**config.mk**
```make
export PLATFORM = sky130hd
export DESIGN_NAME = dmem_arbiter_flat
export DESIGN_NICKNAME = d
export VERILOG_FILES = /design/src/rtl/dmem_arbiter_if.sv /design/src/rtl/dmem_arbiter.sv /design/src/flat_wrapper.sv
export SDC_FILE = /design/constraint.sdc
export NUM_CORES = 1
export LEC_CHECK = 0
export CAP_MARGIN = 30
export CORE_MARGIN = 5
export CORE_UTILIZATION = 40
export DETAILED_ROUTE_END_ITERATION = 7
export PLACE_DENSITY = 0.87
export SYNTH_ARGS = -nofsm -noshare
export SYNTH_HDL_FRONTEND = slang
export SYNTH_SLANG_ARGS = --single-unit
```
**constraint.sdc**
```tcl
create_clock -name clk -period 1.95 [get_ports clk]
set_clock_uncertainty 0.15 [all_clocks]
set_input_delay 0.195 -clock clk [delete_from_list [all_inputs] [get_ports clk]]
set_output_delay 0.195 -clock clk [all_outputs]
set_load 0.05 [all_outputs]
```
**src/rtl/dmem_arbiter_if.sv**
```systemverilog
// Two-port data-memory arbiter bus: requester ports, memory side and busy.
// The arbiter takes the slave modport; the bench/system drives via master.
interface dmem_arbiter_if;
  logic        p0_req;
  logic        p1_req;
  logic        p0_we;
  logic        p1_we;
  logic        p0_size;
  logic        p1_size;
  logic [11:0] p0_addr;
  logic [11:0] p1_addr;
  logic [31:0] p0_wdata;
  logic [31:0] p1_wdata;
  logic        p0_ack;
  logic        p1_ack;
  logic [31:0] p0_rdata;
  logic [31:0] p1_rdata;
  logic [11:0] mem_addr;
  logic [1:0]  mem_we;
  logic [1:0]  mem_re;
  logic [31:0] mem_wdata;
  logic [31:0] mem_rdata;
  logic        busy;

  modport slave (
    input  p0_req, p1_req, p0_we, p1_we,
    input  p0_size, p1_size, p0_addr, p1_addr,
    input  p0_wdata, p1_wdata, mem_rdata,
    output p0_ack, p1_ack, p0_rdata, p1_rdata,
    output mem_addr, mem_we, mem_re, mem_wdata,
    output busy
  );

  modport master (
    output p0_req, p1_req, p0_we, p1_we,
    output p0_size, p1_size, p0_addr, p1_addr,
    output p0_wdata, p1_wdata, mem_rdata,
    input  p0_ack, p1_ack, p0_rdata, p1_rdata,
    input  mem_addr, mem_we, mem_re, mem_wdata,
    input  busy
  );
endinterface

```
**src/rtl/dmem_arbiter.sv**
```systemverilog
// Two-port data-memory arbiter, round-robin on ties.
// Define DMEM_ARB_FIXED_PRIO_EN for strict port-0 priority instead.
module dmem_arbiter (
  input  logic          clk,
  input  logic          reset_n,
  dmem_arbiter_if.slave bus
);
  typedef enum logic [1:0] {
    IDLE, ACCESS, CAPTURE, DONE
  } state_t;

  state_t      r_state;
  logic        r_we;
  logic        r_size;
  logic        r_win;
  logic [11:0] r_addr;
  logic [31:0] r_wdata;
  logic [1:0]  r_mem_we;
  logic [1:0]  r_mem_re;
  logic        r_p0_ack;
  logic        r_p1_ack;
  logic [31:0] r_p0_rdata;
  logic [31:0] r_p1_rdata;
  logic        r_busy;

  logic        w_any;
  logic        w_win;
  logic        w_we;
  logic        w_size;
  logic [11:0] w_addr;
  logic [31:0] w_wdata;
  logic [31:0] w_cap;

  assign w_any = bus.p0_req | bus.p1_req;

`ifdef DMEM_ARB_FIXED_PRIO_EN
  assign w_win = ~bus.p0_req;
`else
  // r_last = 1 means port 1 was granted last
  logic r_last;
  assign w_win = (bus.p0_req & bus.p1_req) ? ~r_last
                                           : bus.p1_req;
`endif

  assign w_we    = w_win ? bus.p1_we    : bus.p0_we;
  assign w_size  = w_win ? bus.p1_size  : bus.p0_size;
  assign w_addr  = w_win ? bus.p1_addr  : bus.p0_addr;
  assign w_wdata = w_win ? bus.p1_wdata : bus.p0_wdata;
  assign w_cap   = r_size ? bus.mem_rdata
                          : {24'd0, bus.mem_rdata[7:0]};

  always_ff @(posedge clk) begin
    if (!reset_n) begin
      r_state    <= IDLE;
      r_we       <= 1'b0;
      r_size     <= 1'b0;
      r_win      <= 1'b0;
      r_addr     <= '0;
      r_wdata    <= '0;
      r_mem_we   <= 2'b00;
      r_mem_re   <= 2'b00;
      r_p0_ack   <= 1'b0;
      r_p1_ack   <= 1'b0;
      r_p0_rdata <= '0;
      r_p1_rdata <= '0;
      r_busy     <= 1'b0;
`ifndef DMEM_ARB_FIXED_PRIO_EN
      r_last     <= 1'b1;
`endif
    end else begin
      unique case (r_state)
        IDLE: begin
          if (w_any) begin
            r_state  <= ACCESS;
            r_busy   <= 1'b1;
            r_win    <= w_win;
            r_we     <= w_we;
            r_size   <= w_size;
            r_addr   <= w_addr;
            r_wdata  <= w_size ? w_wdata
                                : {24'd0, w_wdata[7:0]};
            r_mem_we <= !w_we ? 2'b00
                      : (w_size ? 2'b10 : 2'b01);
            r_mem_re <= w_we ? 2'b00
                      : (w_size ? 2'b10 : 2'b01);
`ifndef DMEM_ARB_FIXED_PRIO_EN
            r_last   <= w_win;
`endif
          end
        end
        ACCESS: begin
          r_mem_we <= 2'b00;
          r_mem_re <= 2'b00;
          if (r_we) begin
            r_state  <= DONE;
            r_p0_ack <= ~r_win;
            r_p1_ack <= r_win;
          end else begin
            r_state  <= CAPTURE;
          end
        end
        CAPTURE: begin
          r_state  <= DONE;
          r_p0_ack <= ~r_win;
          r_p1_ack <= r_win;
          if (r_win) r_p1_rdata <= w_cap;
          else       r_p0_rdata <= w_cap;
        end
        DONE: begin
          r_state  <= IDLE;
          r_p0_ack <= 1'b0;
          r_p1_ack <= 1'b0;
          r_busy   <= 1'b0;
        end
        default: r_state <= IDLE;
      endcase
    end
  end

  assign bus.mem_addr  = r_addr;
  assign bus.mem_wdata = r_wdata;
  assign bus.mem_we    = r_mem_we;
  assign bus.mem_re    = r_mem_re;
  assign bus.p0_ack    = r_p0_ack;
  assign bus.p1_ack    = r_p1_ack;
  assign bus.p0_rdata  = r_p0_rdata;
  assign bus.p1_rdata  = r_p1_rdata;
  assign bus.busy      = r_busy;
endmodule

```
**src/flat_wrapper.sv**
```systemverilog
// flat-port wrapper written by rule: the top's interface ports become plain ports
module dmem_arbiter_flat 
  (clk, reset_n, bus_p0_req, bus_p1_req, bus_p0_we, bus_p1_we, bus_p0_size, bus_p1_size, bus_p0_addr, bus_p1_addr, bus_p0_wdata, bus_p1_wdata, bus_mem_rdata, bus_p0_ack, bus_p1_ack, bus_p0_rdata, bus_p1_rdata, bus_mem_addr, bus_mem_we, bus_mem_re, bus_mem_wdata, bus_busy);
  dmem_arbiter_if bus_i ();
  input  logic clk;
  input  logic reset_n;
  input wire logic [$bits(bus_i.p0_req)-1:0] bus_p0_req;
  input wire logic [$bits(bus_i.p1_req)-1:0] bus_p1_req;
  input wire logic [$bits(bus_i.p0_we)-1:0] bus_p0_we;
  input wire logic [$bits(bus_i.p1_we)-1:0] bus_p1_we;
  input wire logic [$bits(bus_i.p0_size)-1:0] bus_p0_size;
  input wire logic [$bits(bus_i.p1_size)-1:0] bus_p1_size;
  input wire logic [$bits(bus_i.p0_addr)-1:0] bus_p0_addr;
  input wire logic [$bits(bus_i.p1_addr)-1:0] bus_p1_addr;
  input wire logic [$bits(bus_i.p0_wdata)-1:0] bus_p0_wdata;
  input wire logic [$bits(bus_i.p1_wdata)-1:0] bus_p1_wdata;
  input wire logic [$bits(bus_i.mem_rdata)-1:0] bus_mem_rdata;
  output wire logic [$bits(bus_i.p0_ack)-1:0] bus_p0_ack;
  output wire logic [$bits(bus_i.p1_ack)-1:0] bus_p1_ack;
  output wire logic [$bits(bus_i.p0_rdata)-1:0] bus_p0_rdata;
  output wire logic [$bits(bus_i.p1_rdata)-1:0] bus_p1_rdata;
  output wire logic [$bits(bus_i.mem_addr)-1:0] bus_mem_addr;
  output wire logic [$bits(bus_i.mem_we)-1:0] bus_mem_we;
  output wire logic [$bits(bus_i.mem_re)-1:0] bus_mem_re;
  output wire logic [$bits(bus_i.mem_wdata)-1:0] bus_mem_wdata;
  output wire logic [$bits(bus_i.busy)-1:0] bus_busy;
  assign bus_i.p0_req = bus_p0_req;
  assign bus_i.p1_req = bus_p1_req;
  assign bus_i.p0_we = bus_p0_we;
  assign bus_i.p1_we = bus_p1_we;
  assign bus_i.p0_size = bus_p0_size;
  assign bus_i.p1_size = bus_p1_size;
  assign bus_i.p0_addr = bus_p0_addr;
  assign bus_i.p1_addr = bus_p1_addr;
  assign bus_i.p0_wdata = bus_p0_wdata;
  assign bus_i.p1_wdata = bus_p1_wdata;
  assign bus_i.mem_rdata = bus_mem_rdata;
  assign bus_p0_ack = bus_i.p0_ack;
  assign bus_p1_ack = bus_i.p1_ack;
  assign bus_p0_rdata = bus_i.p0_rdata;
  assign bus_p1_rdata = bus_i.p1_rdata;
  assign bus_mem_addr = bus_i.mem_addr;
  assign bus_mem_we = bus_i.mem_we;
  assign bus_mem_re = bus_i.mem_re;
  assign bus_mem_wdata = bus_i.mem_wdata;
  assign bus_busy = bus_i.busy;
  dmem_arbiter u_core (.clk(clk), .reset_n(reset_n), .bus(bus_i));
endmodule
```
==> flow_metrics.tcl, run 1 <==
set metrics [dict create \
    outcome "complete, no violations" \
    gp_congestion 0.822 \
    io_pins 243 \
    fmax_mhz 520 \
    p_leak_nw 3.44 \
    slew_violations 0 \
    slowest_delay_ns 0.83 \
    path_delay_family "buffers and inverters" \
    powerDensity_nw_per_um2 1270 \
    clockBufferDepth 2 \
    cp-end-kind "output pin" \
    cts_hold_buf 0 \
    yosys.cell_count.top_type "dfxtp_1" \
    track_usage_pct 22.7 \
    syn_avg_cell_area_um2 8.75 \
    routedWlPerCell_um 17.7 \
    regToRegSetupSlack_ns 0.19 \
    ctsHtreeMaxLevel 4 \
    slew_headroom_pct 63.5 \
    drtIter0Drc 436 \
    fin_crit_ns 1.92 \
    ys_types 31 \
    ys_warn_count 0 \
    arrival_ns 1.58 \
    critPathBufInv 1 \
    yosysTopAreaCellShare_pct 49.4 \
    vdd_drop_max_mv 0.991 \
    num_antenna_cells 0 \
    fin_crit_sh_pct 98.6 \
    worstSetupPathType "flip-flop to output pin" \
    clock-sinks 121 \
    grt_start_max_net_pins 49 \
    syn-num-nets 693 \
    use_met3_pct 8.47 \
    syn2layout_area_growth_pct 68.8 \
    io_buffers 242 \
    synth_edf_count 0 \
    grt_overflow 0 \
    design.die.area_um2 14600 \
    async_flop_share_pct 0 \
    yosys.area_share.simple_pct 16.9 \
    use_met1_pct 25.2 \
    ys_ff_latch 121 \
    synth_top_area_cell "dfxtp_1" \
    die_w_um 121 \
    synth_compound_area_share_pct 18.4 \
    multi_input_area_um2 2280 \
    worst_pin_slew_ns 0.547 \
    drive_gt1_share_pct 7.35 \
    synth_flop_cell "dfxtp_1" \
    busiest_layer "met2" \
    clkTransAtPathRegs_ns 0.05 \
    synth.top_cells.by_count "dfxtp_1 (121), nand2_1 (86), nand3_1 (74), a21oi_1 (52), mux2i_1 (46)" \
    syn_inst 560 \
    crit_slowest_cell "clkdlybuf4s50_1" \
    crit_required_ns 1.60 \
    setup_tns_ns 0 \
    met2_usage_pct 38.6 \
    core-area_um2 12000 \
    drc 0 \
    antenna_left 0 \
    first_pass_iters 5 \
    totalWireLength_um 16800 \
    cts_tree "built" \
    finalSetupViolations 0 \
    grt_pass1_vias 5199 \
    antenna_found_initial 0 \
    vias 5093 \
    ys_seq_area_share_pct 49.4 \
    final_net_count 923 \
    synth-xor-area-share_pct 0 \
    synth.area.top_cells "dfxtp_1 (49%), mux2i_1 (9.4%), nand3_1 (7.6%)" \
    fill_cells 856 \
    hp-class "input pin to flip-flop" \
    start_util_pct 40.8 \
    regArea_um2 2420 \
    dp_hpwl_um 11900 \
    synth_top_family_by_area "compound AO/OA/AOI/OAI gates" \
    synthAdderAreaFrac_pct 1.28 \
    viasPerCell 5.36 \
    syn_area_um2 4900 \
    cts_made_buffers 17 \
    synth_mux_area_share_pct 9.40 \
    worstPathMaxFanout 2 \
    die_y_um 121 \
    finalHoldViolations 0 \
    rows 40 \
    clock_latency_ns 0.41 \
    cp-start-kind "flip-flop" \
    crit_chain "clkdlybuf4s50_1" \
    grt_pass1_wl_um 26400 \
    clock-root-buffer "clkbuf_16" \
    power_mw 10.5 \
    max-cap-violations 0 \
]
through the flow:
step	utilization [%]	hold WS (ns)	setup slack [ns]	cell area (um2)	cells
6_report	68.9	0.0870	0.0265	8270	950
5_1_grt	68.9	0.117	-0.00782	8270	950
4_1_cts	68.2	0.0780	0.00124	8200	950
3_5_place_dp	62.8	0.298	-0.125	7540	918
3_3_place_gp	62.8	0.294	-0.00830	7540	918
2_1_floorplan	-	0.181	0.235	4900	560
layout make-up:
cell class / instances / share of cell area, %
repair buffers: 259 / 32.7
flip-flops and latches: 121 / 29.3
multi-input cells: 387 / 27.6
clock buffers: 20 / 5.64
clock inverters: 12 / 2.36
well taps: 147 / 2.22
inverters: 4 / 0.182
final timing paths:
| kind | from | to | depth (start not counted) |
|---|---|---|---|
| worst min-delay path | reset_n | u_core.bus.p0_rdata[3] | 3 |
| worst max register to register | u_core.r_state[0] | u_core.bus.mem_wdata[5] | 6 |
| worst max-delay path | u_core.bus.p1_rdata[19] | bus_p1_rdata[19] | 1 |
| worst min register to register | u_core.bus.p1_rdata[28] | u_core.bus.p1_rdata[28] | 2 |
placed cells by master (no fill, tap or decap), types with 5 or more instances in the layout:
cell type / n
a21oi_1: 51
mux2i_1: 46
o21ai_1: 20
bufinv_16: 5
nor2b_1: 6
a21boi_0: 38
nand3_1: 74
o21ai_0: 31
dlymetal6s2s_1: 28
buf_4: 10
dfxtp_1: 121
clkbuf_16: 17
buf_12: 8
clkdlybuf4s50_1: 208
nand2_1: 86
nand2b_1: 5
sequential cells by signal, indices dropped and copies added, names as in the netlist:
signal	flops
u_core.bus.busy	1
u_core.bus.mem_wdata	32
u_core.r_size	1
u_core.r_state	2
u_core.bus.p1_rdata	32
u_core.r_we	1
u_core.bus.p1_ack	1
u_core.bus.mem_addr	12
u_core.bus.p0_ack	1
u_core.r_win	1
u_core.r_last	1
u_core.bus.mem_we	2
u_core.bus.p0_rdata	32
u_core.bus.mem_re	2
power by group:
group          total, mW  internal [mW]  switching, mW
logic               3.93           1.41           2.52
clock network       3.46           2.36           1.10
registers           3.10           2.87          0.234
total               10.5           6.63           3.86
logic make-up after synthesis:
logic type               after synthesis
AND/OR/NAND/NOR                      182
buffers and inverters                 52
flip-flops                           121
adder cells (fa/ha/maj)                5
AO/OA/AOI/OAI                        154
multiplexers                          46
metal layers:
layer  up-vias  part of all wire [%]
li1       2410                     -
met1      2391                    38
met2       259                    50
met3        33                    10
met4         0                   2.5
met5         -                     0
what timing repair did:
action,4_1_cts,5_1_grt
gates resized for setup,4,30
buffers inserted,0,0
endpoints found under the hold margin,0,0
endpoints found under the setup margin,4,47
(Power assumes the default switching activity.)
==> inputs of run 2 (changes only) <==
--- a/config.mk
+++ b/config.mk
@@ -6,10 +6,13 @@
 export NUM_CORES = 1
 export LEC_CHECK = 0
 export CAP_MARGIN = 30
+export CELL_PAD_IN_SITES_DETAIL_PLACEMENT = 0
+export CELL_PAD_IN_SITES_GLOBAL_PLACEMENT = 1
 export CORE_MARGIN = 5
-export CORE_UTILIZATION = 40
+export CORE_UTILIZATION = 29
 export DETAILED_ROUTE_END_ITERATION = 7
-export PLACE_DENSITY = 0.87
+export PLACE_DENSITY = 0.88
+export SKIP_CTS_REPAIR_TIMING = 1
 export SYNTH_ARGS = -nofsm -noshare
 export SYNTH_HDL_FRONTEND = slang
 export SYNTH_SLANG_ARGS = --single-unit
==> flow_metrics.tcl, run 2 (synthesized netlist as in run 1, its figures left out) <==
set metrics [dict create \
    grt_start_max_net_pins 49 \
    worstSetupPathType "flip-flop to output pin" \
    power_mw 10.3 \
    critPathBufInv 1 \
    placed_area_um2 7650 \
    drive_gt1_share_pct 7.59 \
    slew_violations 0 \
    clockBufferDepth 2 \
    first_pass_iters 4 \
    start_util_pct 29.5 \
    final_net_count 926 \
    vdd_drop_max_mv 0.650 \
    ctsHtreeMaxLevel 4 \
    track_usage_pct 16.0 \
    die_w_um 140 \
    powerDensity_nw_per_um2 1230 \
    clock-root-buffer "clkbuf_16" \
    worst_pin_slew_ns 0.554 \
    grt_pass1_vias 4810 \
    grt_pass1_wl_um 25200 \
    setup_tns_ns 0 \
    rsz0062_at_grt "no" \
    pre_cts_ws_ns 0.0370 \
    slew_headroom_pct 63.0 \
    crit_required_ns 1.60 \
    final_common_cell "clkdlybuf4s50_1" \
    dp.cells 994 \
    dp_hpwl_um 11400 \
    antenna_left 0 \
    outcome "complete, no violations" \
    fin_crit_ns 1.92 \
    io_buffers 242 \
    io_pins 243 \
    hold_slack_ns 0.0989 \
    drtIter0Drc 217 \
    clkTransAtPathRegs_ns 0.05 \
    final_cell_mix "clkdlybuf4s50_1 (193), dfxtp_1 (121), nand2_1 (86), nand3_1 (74), a21oi_1 (52)" \
    rows 47 \
    worst_slack_ns 0.0331 \
    final_core_util_pct 50.6 \
    hp-class "input pin to flip-flop" \
    p_leak_nw 3.70 \
    crit_chain "clkdlybuf4s50_1" \
    slowest_delay_ns 0.84 \
    viasPerCell 4.75 \
    num_antenna_cells 0 \
    cp-end-kind "output pin" \
    fill_cells 1520 \
    worstPathMaxFanout 2 \
    final_cell_area_um2 8390 \
    antenna_found_initial 0 \
    cp-start-kind "flip-flop" \
    max-cap-violations 0 \
    core-area_um2 16600 \
    design.die.area_um2 19600 \
    routedWlPerCell_um 15.8 \
    drc 0 \
    multi_input_area_um2 2270 \
    clock_latency_ns 0.40 \
    syn2layout_area_growth_pct 71.1 \
    instances_no_fill 1024 \
    arrival_ns 1.57 \
    die_y_um 140 \
    regArea_um2 2420 \
    totalWireLength_um 16100 \
    cts_tree "built" \
    finalHoldViolations 0 \
    cts_made_buffers 17 \
    crit_slowest_cell "clkdlybuf4s50_1" \
    finalSetupViolations 0 \
    vias 4866 \
    fmax_mhz 522 \
    grt_overflow 0 \
    gp_congestion 0.762 \
    path_delay_family "buffers and inverters" \
    clock-sinks 121 \
    fin_crit_sh_pct 98.3 \
]
run 2: cell count changes in the layout (fill, tap and decap cells not counted), moves of 2 or more:
cell,previous run,this run
clkdlybuf4s50_1,208,193
dlymetal6s2s_1,28,43
buf_4,10,16
dlygate4sd2_1,4,0
clkbuf_8,3,6
clkinvlp_4,4,1
bufinv_16,5,3
clkinv_2,3,1
run 2: final timing paths:
path	from	to	slack, ns	depth (start not counted)
max	u_core.bus.p0_rdata[20]	bus_p0_rdata[20]	0.03	1
min	reset_n	u_core.r_last	0.1	2
max reg2reg	u_core.r_state[0]	u_core.bus.mem_we[1]	0.29	5
min reg2reg	u_core.bus.p0_rdata[7]	u_core.bus.p0_rdata[7]	0.30	2
run 2: layout make-up:
type | count | share of cell area, %
clock inverters | 6 | 1.33
well taps | 220 | 3.28
repair buffers | 262 | 33.1
flip-flops and latches | 121 | 28.9
inverters | 4 | 0.179
clock buffers | 24 | 6.10
multi-input cells | 387 | 27.1
run 2: report_power, final:
group	internal (mW)	switching (mW)
clock	2.20	1.09
combinational	1.43	2.50
sequential	2.87	0.210
total	6.50	3.80
run 2: metal layers:
layer  track usage [%]  vias up  share of wire (%)
met5                 0        -                  0
met4              4.33        0                1.0
met2              25.9      212                 45
met3              7.81       14                 11
met1              18.9     2216                 43
li1                  -     2424                  -
